`src/rtl/ervp_uart_tx_gen2.sv`:
```
// rtl/ervp_uart_tx_gen2.sv - buffered UART transmitter with per-frame latched line config
//
// Purpose: pushes characters into a TX FIFO and serialises them as
//   start / 5..DATA_W_MAX data bits (LSB first) / optional parity / 1, 1.5 or 2 stop bits.
//   Frame format is captured when a character leaves the FIFO, so config writes
//   never disturb a frame already on the line. Bit timing counts baud_tick pulses
//   (OSR ticks per bit).
// Ports:
//   clk, rstnn          clock, asynchronous active-low reset
//   baud_tick           1-cycle enable at OSR x baud rate
//   cfg_*               frame format, break control
//   fifo_clear          1-cycle flush of queued characters
//   wdata/wvalid/wready character push interface
//   txd                 registered serial line, idle high
//   tx_busy, tx_done    frame in progress / end-of-stop pulse
//   fifo_count, fifo_empty  FIFO occupancy
// Optional feature: define UART_TX_CTS_FLOW_EN to add the cts_n flow-control input.
module ervp_uart_tx_gen2 #(
    parameter int DATA_W_MAX = 9,
    parameter int FIFO_DEPTH = 16,
    parameter int OSR        = 16,
    parameter int CNT_W      = $clog2(FIFO_DEPTH + 1)
) (
    input  logic                  clk,
    input  logic                  rstnn,
    input  logic                  baud_tick,
    input  logic [3:0]            cfg_data_bits,
    input  logic                  cfg_parity_en,
    input  logic                  cfg_parity_even,
    input  logic                  cfg_parity_stick,
    input  logic [1:0]            cfg_stop_bits,
    input  logic                  cfg_break,
    input  logic                  fifo_clear,
`ifdef UART_TX_CTS_FLOW_EN
    input  logic                  cts_n,
`endif
    input  logic [DATA_W_MAX-1:0] wdata,
    input  logic                  wvalid,
    output logic                  wready,
    output logic                  txd,
    output logic                  tx_busy,
    output logic                  tx_done,
    output logic [CNT_W-1:0]      fifo_count,
    output logic                  fifo_empty
);
    localparam int PTR_W  = $clog2(FIFO_DEPTH);
    localparam int TICK_W = $clog2(2 * OSR + 1);
    localparam logic [TICK_W-1:0] LIM_BIT = TICK_W'(OSR);
    localparam logic [TICK_W-1:0] LIM_1P5 = TICK_W'(3 * OSR / 2);
    localparam logic [TICK_W-1:0] LIM_2   = TICK_W'(2 * OSR);
    localparam logic [3:0]        NB_MIN  = 4'd5;
    localparam logic [3:0]        NB_MAX  = 4'(DATA_W_MAX);
    localparam logic [CNT_W-1:0]  CNT_FULL = CNT_W'(FIFO_DEPTH);

    typedef enum logic [2:0] {S_IDLE, S_START, S_DATA, S_PARITY, S_STOP} state_t;

    // ---------------------------------------------------------------- FIFO
    logic [DATA_W_MAX-1:0] mem_q [FIFO_DEPTH];
    logic [PTR_W-1:0]      wr_ptr_q, wr_ptr_d, rd_ptr_q, rd_ptr_d;
    logic [CNT_W-1:0]      count_q, count_d;
    logic                  push, pop, full, empty, cts_ok;

    assign full  = (count_q == CNT_FULL);
    assign empty = (count_q == '0);
    // fifo_clear beats a same-cycle push
    assign push  = wvalid && !full && !fifo_clear;

    always_comb begin
        wr_ptr_d = wr_ptr_q;
        rd_ptr_d = rd_ptr_q;
        count_d  = count_q;
        if (fifo_clear) begin
            wr_ptr_d = '0;
            rd_ptr_d = '0;
            count_d  = '0;
        end else begin
            if (push) wr_ptr_d = wr_ptr_q + PTR_W'(1);
            if (pop)  rd_ptr_d = rd_ptr_q + PTR_W'(1);
            if (push && !pop)      count_d = count_q + CNT_W'(1);
            else if (!push && pop) count_d = count_q - CNT_W'(1);
        end
    end

    always_ff @(posedge clk or negedge rstnn) begin
        if (!rstnn) begin
            wr_ptr_q <= '0;
            rd_ptr_q <= '0;
            count_q  <= '0;
        end else begin
            wr_ptr_q <= wr_ptr_d;
            rd_ptr_q <= rd_ptr_d;
            count_q  <= count_d;
        end
    end

    // Storage needs no reset: occupancy is tracked by count_q alone.
    always_ff @(posedge clk) begin
        if (push) mem_q[wr_ptr_q] <= wdata;
    end

    // ---------------------------------------------------------------- flow control
`ifdef UART_TX_CTS_FLOW_EN
    logic cts_meta_q, cts_meta_d, cts_sync_q, cts_sync_d;

    always_comb begin
        cts_meta_d = cts_n;
        cts_sync_d = cts_meta_q;
    end

    // Resets to "not clear to send" so nothing starts before the line is sampled.
    always_ff @(posedge clk or negedge rstnn) begin
        if (!rstnn) begin
            cts_meta_q <= 1'b1;
            cts_sync_q <= 1'b1;
        end else begin
            cts_meta_q <= cts_meta_d;
            cts_sync_q <= cts_sync_d;
        end
    end

    assign cts_ok = ~cts_sync_q;
`else
    assign cts_ok = 1'b1;
`endif

    // ---------------------------------------------------------------- frame capture
    logic [DATA_W_MAX-1:0] head, data_masked;
    logic [3:0]            nbits_cfg;

    assign head = mem_q[rd_ptr_q];

    always_comb begin
        if (cfg_data_bits < NB_MIN)      nbits_cfg = NB_MIN;
        else if (cfg_data_bits > NB_MAX) nbits_cfg = NB_MAX;
        else                             nbits_cfg = cfg_data_bits;
    end

    // Unused upper bits are zeroed so they neither reach the line nor the parity.
    always_comb begin
        data_masked = '0;
        for (int i = 0; i < DATA_W_MAX; i++) begin
            data_masked[i] = head[i] && (4'(i) < nbits_cfg);
        end
    end

    // ---------------------------------------------------------------- serialiser FSM
    state_t                state_q, state_d;
    logic [TICK_W-1:0]     tick_q, tick_d, limit;
    logic [3:0]            bit_idx_q, bit_idx_d, nbits_q, nbits_d;
    logic [DATA_W_MAX-1:0] shreg_q, shreg_d;
    logic                  par_en_q, par_en_d, par_bit_q, par_bit_d;
    logic [1:0]            stop_sel_q, stop_sel_d;
    logic                  txd_q, txd_d, busy_q, busy_d, done_q, done_d, line_d;

    always_comb begin
        if (state_q != S_STOP)          limit = LIM_BIT;
        else if (stop_sel_q == 2'b00)   limit = LIM_BIT;
        else if (stop_sel_q == 2'b01)   limit = LIM_1P5;
        else                            limit = LIM_2;
    end

    always_comb begin
        state_d    = state_q;
        tick_d     = tick_q;
        bit_idx_d  = bit_idx_q;
        nbits_d    = nbits_q;
        shreg_d    = shreg_q;
        par_en_d   = par_en_q;
        par_bit_d  = par_bit_q;
        stop_sel_d = stop_sel_q;
        done_d     = 1'b0;
        pop        = 1'b0;
        case (state_q)
            S_IDLE: begin
                if (!empty && cts_ok) begin
                    pop        = 1'b1;
                    shreg_d    = data_masked;
                    nbits_d    = nbits_cfg;
                    par_en_d   = cfg_parity_en;
                    par_bit_d  = cfg_parity_stick ? ~cfg_parity_even
                                                  : (cfg_parity_even ? ^data_masked : ~^data_masked);
                    stop_sel_d = cfg_stop_bits;
                    tick_d     = '0;
                    bit_idx_d  = '0;
                    state_d    = S_START;
                end
            end
            default: begin
                if (baud_tick) begin
                    if (tick_q + TICK_W'(1) == limit) begin
                        tick_d = '0;
                        case (state_q)
                            S_START: state_d = S_DATA;
                            S_DATA: begin
                                shreg_d = shreg_q >> 1;
                                if (bit_idx_q == nbits_q - 4'd1)
                                    state_d = par_en_q ? S_PARITY : S_STOP;
                                else
                                    bit_idx_d = bit_idx_q + 4'd1;
                            end
                            S_PARITY: state_d = S_STOP;
                            default: begin
                                state_d = S_IDLE;
                                done_d  = 1'b1;
                            end
                        endcase
                    end else begin
                        tick_d = tick_q + TICK_W'(1);
                    end
                end
            end
        endcase

        // Line level follows the next state so txd and tx_busy switch on the same edge.
        case (state_d)
            S_START:  line_d = 1'b0;
            S_DATA:   line_d = shreg_d[0];
            S_PARITY: line_d = par_bit_d;
            default:  line_d = 1'b1;
        endcase
        txd_d  = cfg_break ? 1'b0 : line_d;
        busy_d = (state_d != S_IDLE);
    end

    always_ff @(posedge clk or negedge rstnn) begin
        if (!rstnn) begin
            state_q    <= S_IDLE;
            tick_q     <= '0;
            bit_idx_q  <= '0;
            nbits_q    <= NB_MIN;
            shreg_q    <= '0;
            par_en_q   <= 1'b0;
            par_bit_q  <= 1'b0;
            stop_sel_q <= 2'b00;
            txd_q      <= 1'b1;
            busy_q     <= 1'b0;
            done_q     <= 1'b0;
        end else begin
            state_q    <= state_d;
            tick_q     <= tick_d;
            bit_idx_q  <= bit_idx_d;
            nbits_q    <= nbits_d;
            shreg_q    <= shreg_d;
            par_en_q   <= par_en_d;
            par_bit_q  <= par_bit_d;
            stop_sel_q <= stop_sel_d;
            txd_q      <= txd_d;
            busy_q     <= busy_d;
            done_q     <= done_d;
        end
    end

    assign wready     = ~full;
    assign txd        = txd_q;
    assign tx_busy    = busy_q;
    assign tx_done    = done_q;
    assign fifo_count = count_q;
    assign fifo_empty = empty;

endmodule

```
`config.mk`:
```
export PLATFORM = sky130hd
export DESIGN_NAME = ervp_uart_tx_gen2
export DESIGN_NICKNAME = d
export VERILOG_FILES = /design/src/rtl/ervp_uart_tx_gen2.sv
export SDC_FILE = /design/constraint.sdc
export NUM_CORES = 1
export LEC_CHECK = 0
export BUFFER_PORTS_ARGS = -buffer_cell sky130_fd_sc_hd__buf_2
export CORE_ASPECT_RATIO = 2
export CORE_MARGIN = 5
export CORE_UTILIZATION = 55
export CTS_CLUSTER_DIAMETER = 40
export DETAILED_ROUTE_END_ITERATION = 12
export PLACE_DENSITY = 0.72
export SETUP_SLACK_MARGIN = 0.15
export SLEW_MARGIN = 20
export SYNTH_ARGS = -nofsm -noshare
export SYNTH_HDL_FRONTEND = slang
export SYNTH_SLANG_ARGS = --single-unit
```
`constraint.sdc`:
```
create_clock -name clk -period 3.8 [get_ports clk]
set_clock_uncertainty 0.05 [all_clocks]
set_input_delay 0.76 -clock clk [delete_from_list [all_inputs] [get_ports clk]]
set_output_delay 0.76 -clock clk [all_outputs]
set_load 0.01 [all_outputs]
```
## Yosys cells after proc, flatten, opt, wreduce, memory -nomap -nowiden

Memories as Yosys holds them, arrays and structs flattened.
Index checks and enable logic that the tools add are counted.

- Multiplexer cells: 48
- $add $sub $neg: 7
- $lt $le $gt $ge: 11
- Eq/ne operators: 13
- Reductions and logical operators: 34
- Bitwise gates (word level): 3

Operators by type and width:

| kind | number |
|---|---|
| 4-bit 2-to-1 mux | 12 |
| 9-bit 2-to-1 mux | 5 |
| 6-bit 2-to-1 mux | 7 |
| 3-bit 2-to-1 mux | 6 |
| 3-bit by 4-bit < comparator with 1-bit output, first input constant | 4 |
| 5-bit 2-to-1 mux | 3 |
| 1-bit logical AND | 13 |
| 1-bit 2-to-1 mux | 13 |
| 4-bit by 1-bit adder with 4-bit output, second input constant | 3 |
| 3-bit by 2-bit equality test with 1-bit output, second input constant | 4 |
| 2-bit nonzero test | 5 |
| 3-bit one-hot mux with 3 select lines | 1 |
| 9-bit XNOR reduction | 1 |
| 9-bit XOR reduction | 1 |
| 1-bit by 4-bit < comparator with 1-bit output, first input constant | 2 |
| 2-bit by 4-bit < comparator with 1-bit output, first input constant | 2 |
| 6-bit by 1-bit adder with 6-bit output, second input constant | 1 |
| 3-bit by 1-bit equality test with 1-bit output, second input constant | 2 |
| 6-bit equality test | 1 |
| 3-bit nonzero test | 2 |
| 5-bit by 1-bit adder with 5-bit output, second input constant | 1 |
| 5-bit equality test, second input constant | 1 |
| 5-bit zero test | 1 |
| 5-bit AND reduction | 1 |
| 18 further kinds | 24 |

- Bits in registers: 46
- Output and inout port bits: 10
- Input bits: 24
- Memories: 1
- RAM bits: 144
- Word-level logic and storage cells: 132

Memories:

| name | words | width | read ports | clocked after Yosys merged registers in | write ports | line | text |
|---|---|---|---|---|---|---|---|
| mem_q | 16 | 9 | 1 | 0 | 1 | 58 | `logic [DATA_W_MAX-1:0] mem_q [FIFO_DEPTH];` |

## Logic depth before layout (Yosys ltp)

- Depth in word-level cells: 12
- Gate-level depth with buffers: 15
- Mapped depth without buffers: 14

## Least setup slack after synthesis

OpenSTA, ideal clock, no wires.

- Path type: reg-to-reg
- Start point: register count_q[1] (netlist: fifo_count[1])
- End point: register count_q[4] (netlist: fifo_count[4])
- Cell stages (with the launch flop): 14
- Path slack: 0.843 ns
- Arrival: 2.775 ns
- Buffers on the path: 2
- Period minus slack after synthesis: 2.957 ns
- Data required time: 3.618 ns
- Cells stage by stage: dfrtp_1 -> nor4_1 -> nor2b_1 -> nand2b_1 -> clkbuf_1 -> buf_6 -> nand2_1 -> ha_1 -> a21o_1 -> a21oi_1 -> nand3_1 -> o31ai_1 -> xnor2_1 -> nor2_1

- Cells in the longest elaborated chain, start to end: 7
- Elaborated cells between the ends (all ways): 17
- Those cells by class: add/sub: 2; eq/ne: 1; mux: 5; reduce/logical: 9

RTL lines:

| item | line | text |
|---|---|---|
| start: declaration | 60 | `logic [CNT_W-1:0] count_q, count_d;` |
| start signal: assignment | 92 | `count_q <= count_d;` |
| 5-bit zero test (*) | 64 | `assign empty = (count_q == '0);` |
| via fifo_empty | 44 | `output logic fifo_empty` |
| 1-bit 2-to-1 mux (*) | 175 | `if (!empty && cts_ok) begin` |
| 1-bit 2-to-1 mux (*) | 173 | `case (state_q)` |
| 1-bit zero test | 79 | `if (push && !pop) count_d = count_q + CNT_W'(1);` |
| 1-bit logical AND | 79 |  |
| 5-bit 2-to-1 mux | 79 |  |
| 5-bit 2-to-1 mux | 72 | `if (fifo_clear) begin` |

Mark *: on every way through the listed nets, which the timed path passes. The rest lies on a longest branch. The select of a mux whose other input is x is not followed.
A chain may end at the register's enable or synchronous reset.

## Worst setup path after layout

- Start point: register rd_ptr_q[0]
- End point: register par_bit_q

- Cells in the longest elaborated chain, start to end: 7
- Elaborated cells between the ends (all ways): 16
- Those cells by class: mux: 4; reduce/logical: 11; memory: 1

RTL lines:

| item | line | text |
|---|---|---|
| start: declaration | 59 | `logic [PTR_W-1:0] wr_ptr_q, wr_ptr_d, rd_ptr_q, rd_ptr_d;` |
| start signal: assignment | 91 | `rd_ptr_q <= rd_ptr_d;` |
| memory 16 x 9 bit (*) | n/a |  |
| 1-bit logical AND | 142 | `data_masked[i] = head[i] && (4'(i) < nbits_cfg);` |
| 9-bit XNOR reduction / 9-bit XOR reduction (equally long branches) | 181 | `: (cfg_parity_even ? ^data_masked : ~^data_masked);` |
| 1-bit 2-to-1 mux (*) | 181 |  |
| 1-bit 2-to-1 mux (*) | 180 | `par_bit_d = cfg_parity_stick ? ~cfg_parity_even` |
| 1-bit 2-to-1 mux (*) | 175 |  |
| 1-bit 2-to-1 mux (*) | 173 |  |
| via par_bit_d | 151 | `logic par_en_q, par_en_d, par_bit_q, par_bit_d;` |
| end signal: assignment | 245 | `par_bit_q <= par_bit_d;` |
| end: declaration | 151 |  |

Mark *: on every way through the listed nets, which the timed path passes. The rest lies on a longest branch.

==> metrics.md <==
| Metric | Value |
|---|---|
| Status | complete, no violations |
| Initial antenna violation count | 0 |
| Syn nets | 549 |
| CP cell instances | buf_12, mux4_2, a22o_1, a221oi_2, xnor2_1, xnor3_1, xnor2_1, nor3_1, o31ai_2 |
| HPWL Detailed | 10800 µm |
| Via count of the first global-routing pass | 4669 |
| Leading area contributor after synthesis | edfxtp_1 |
| Setup crit end kind | register |
| Yosys reg bits | 190 |
| Initial core utilization | 55.6% |
| Setup crit start kind | register |
| Setup violators final | 0 |
| CP peak stage delay | 0.59 ns |
| Kind of critical path | reg -> reg |
| Peak supply drop | 0.489 mV |
| Layout cells sized above 1 | 25.4% |
| First-pass GRT wire length | 26100 µm |
| Core Region | 0.0147 mm² |
| Vias | 4573 |
| Power per cell area | 505 mW/mm² |
| N_diodes | 0 |
| Remaining DRCs | 0 |
| # nets final | 603 |
| Fill count | 1094 |
| Final Max Slew Viols | 0 |
| Max Cap Viol | 0 |
| GRT Total Usage | 20.6% |
| Ys async rst share | 24.2% |
| Non-Filler Instances | 773 |
| Final Hold Viols | 0 |
| Max H-tree Level | 4 |
| Buffers from clock root to sink, at most | 2 |
| PortBufs | 33 |
| DR vias/cell | 5.92 |
| Most instantiated cells after synthesis | edfxtp_1 (144), nand2_1 (50), dfrtp_1 (43), nor2_1 (40), mux4_2 (37) |
| Unique cell type count in the Yosys netlist | 64 |
| Worst EP arrival | 3.50 ns |
| Dominant synthesized flop cell | edfxtp_1 |
| PostCTS Resize Cnt | 0 |
| Largest cells by area after synthesis | edfxtp_1 (53%), dfrtp_1 (13%), mux4_2 (10%) |
| Routed WL | 16800 µm |
| Critical Path Most Common Cell | xnor2_1 |
| Synth Warn # | 0 |
| Clock sink count | 190 |
| Inserted Clock Buffers | 17 |
| Die H | 182 µm |
| Layout area overhead | 13.3% |
| Post-DR wirelength/cell | 21.7 µm |
| CTS tree | built |
| Root buffer cell | clkbuf_16 |
| Slowest cell on the critical path | dfrtp_2 |
| Sequential fraction of the synthesis area | 67.3% |
| Setup TNS | 0 ns |
| Min Tclk post-route | 3.22 ns |
| IO Pins | 34 |
| Clock latency on the worst-skew pair | 0.43 ns |
| CTS hold repair buffers | 0 |
| DIE AREA | 0.0175 mm² |
| Synthesized cell area | 0.00815 mm² |
| Largest net degree at the start of global routing | 47 |
| Most common cell in the netlist | edfxtp_1 |
| Worst-Margin Slew | 0.705 ns |
| Synth Area per Inst | 15.9 µm² |
| Post-synth EDFFs | 144 |
| Drt first pass iters | 4 |
| Row count | 63 |
| Clock-pin slew on the worst setup and hold paths | 0.07 ns |
| Lkg Pwr | 3.31 nW |
| Crit path max fanout | 29 |
| Worst path required time | 4.08 ns |
| Mapped Cells | 512 |
| Share of the synthesized area in the top cell type | 53.1% |
| Cell count after placement | 742 |
| Max Freq | 311 MHz |
| Overflow after GRT | 0 |
| # Post-CTS Setup Buffers | 0 |
| Hold Crit Class | in -> async |
| Die width | 96.1 µm |
| Final ANT Viol Nets | 0 |
| Final period util | 84.7% |
| Final Wtd Congestion | 0.820 |
| Buf+Inv Stages, Crit Path | 1 |
| Slew HR | 52.6% |
| DR iter-0 viols | 325 |
| CP delay by family, top | compound AO/OA/AOI/OAI gates |
| RSZ-0062 raised after global routing | false |
## layout make-up
class / instances / area, µm² / share of cell area [%]
timing repair buffer: 58 / 368 / 3.99
inverter: 12 / 45.0 / 0.488
sequential: 190 / 5480 / 59.4
clock buffer: 17 / 425 / 4.61
clock inverter: 14 / 171 / 1.86
tap: 195 / 244 / 2.64
multi-input combinational: 287 / 2490 / 27.0
## metal layers
metal  vias up  routed length (µm)  track usage, %
li1       2056                   -               -
met1      2352                6840            28.0
met2       144                8810            34.1
met3        21                 901            4.00
met4         0                 265            5.47
met5         -                   0               0
## path summary, 6_finish.rpt
| path | from | end | slack [ns] | depth (start not counted) |
|---|---|---|---|---|
| min | rstnn | tick_q[1] | 0.27 | 1 |
| min in group clk | cfg_break | txd | 0.40 | 2 |
| max | rd_ptr_q[0] | par_bit_q | 0.58 | 9 |
| min reg2reg | shreg_q[6] | shreg_q[6] | 0.43 | 2 |
| max in group asynchronous | rstnn | rd_ptr_q[0] | 2.99 | 1 |
| max reg2reg | rd_ptr_q[0] | par_bit_q | 0.58 | 9 |
## power by group
| group | internal (W) | total, W | switching [W] |
|---|---|---|---|
| sequential | 0.00232 | 0.00240 | 0.0000793 |
| combinational | 0.000218 | 0.000495 | 0.000278 |
| clock | 0.000940 | 0.00177 | 0.000831 |
| total | 0.00348 | 0.00466 | 0.00119 |
## registers in the layout, indices dropped and copies added, names as in the netlist
signal and count:
tx_busy 1, fifo_count 5, state_q 3, shreg_q 9
txd 1, tx_done 1, par_en_q 1, bit_idx_q 4
stop_sel_q 2, nbits_q 4, rd_ptr_q 4, par_bit_q 1
tick_q 6, wr_ptr_q 4, mem_q 144
## per-stage QoR
stage | power [W] | cell area, µm² | utilization [%] | worst slack (ns) | hold WS, ns
finish | 0.00466 | 9230 | 62.9 | 0.581 | 0.272
global route | 0.00485 | 9230 | 62.9 | 0.351 | 0.337
CTS | 0.00470 | 9230 | 62.9 | 0.506 | 0.387
detailed placement | 0.00294 | 8630 | 58.8 | 0.669 | 0.406
global placement | 0.00292 | 8630 | 58.8 | 0.730 | 0.404
floorplan | 0.00278 | 8150 | - | 0.843 | 0.389
## cell usage in the layout (no fill, tap or decap), drive strengths merged, types with 2 or more instances in the layout
cell type,count
edfxtp,144
buf,58
nand2,50
dfrtp,43
nor2,41
mux4,37
xnor2,23
inv,19
clkbuf,17
a22oi,13
a21oi,12
ha,12
nor3,10
o21ai,10
xor2,8
nand3,7
and2,7
o31ai,5
clkinv,5
a22o,4
a221o,4
nand2b,4
nor2b,3
nand4,3
dfstp,3
a221oi,3
nor4,2
a31oi,2
a21o,2
mux2i,2
or3,2
a211oi,2
o211ai,2
## logic make-up after synthesis
logic type                 synth area share, %
DFF                                       67.3
and+or+nand+nor                           7.77
AOI/OAI and AO/OA                         6.50
muxes                                     10.6
buffers and inverters                     2.17
xor gates and xnor gates                  3.61
adders and majority gates                 2.09
(Power assumes the default switching activity.)
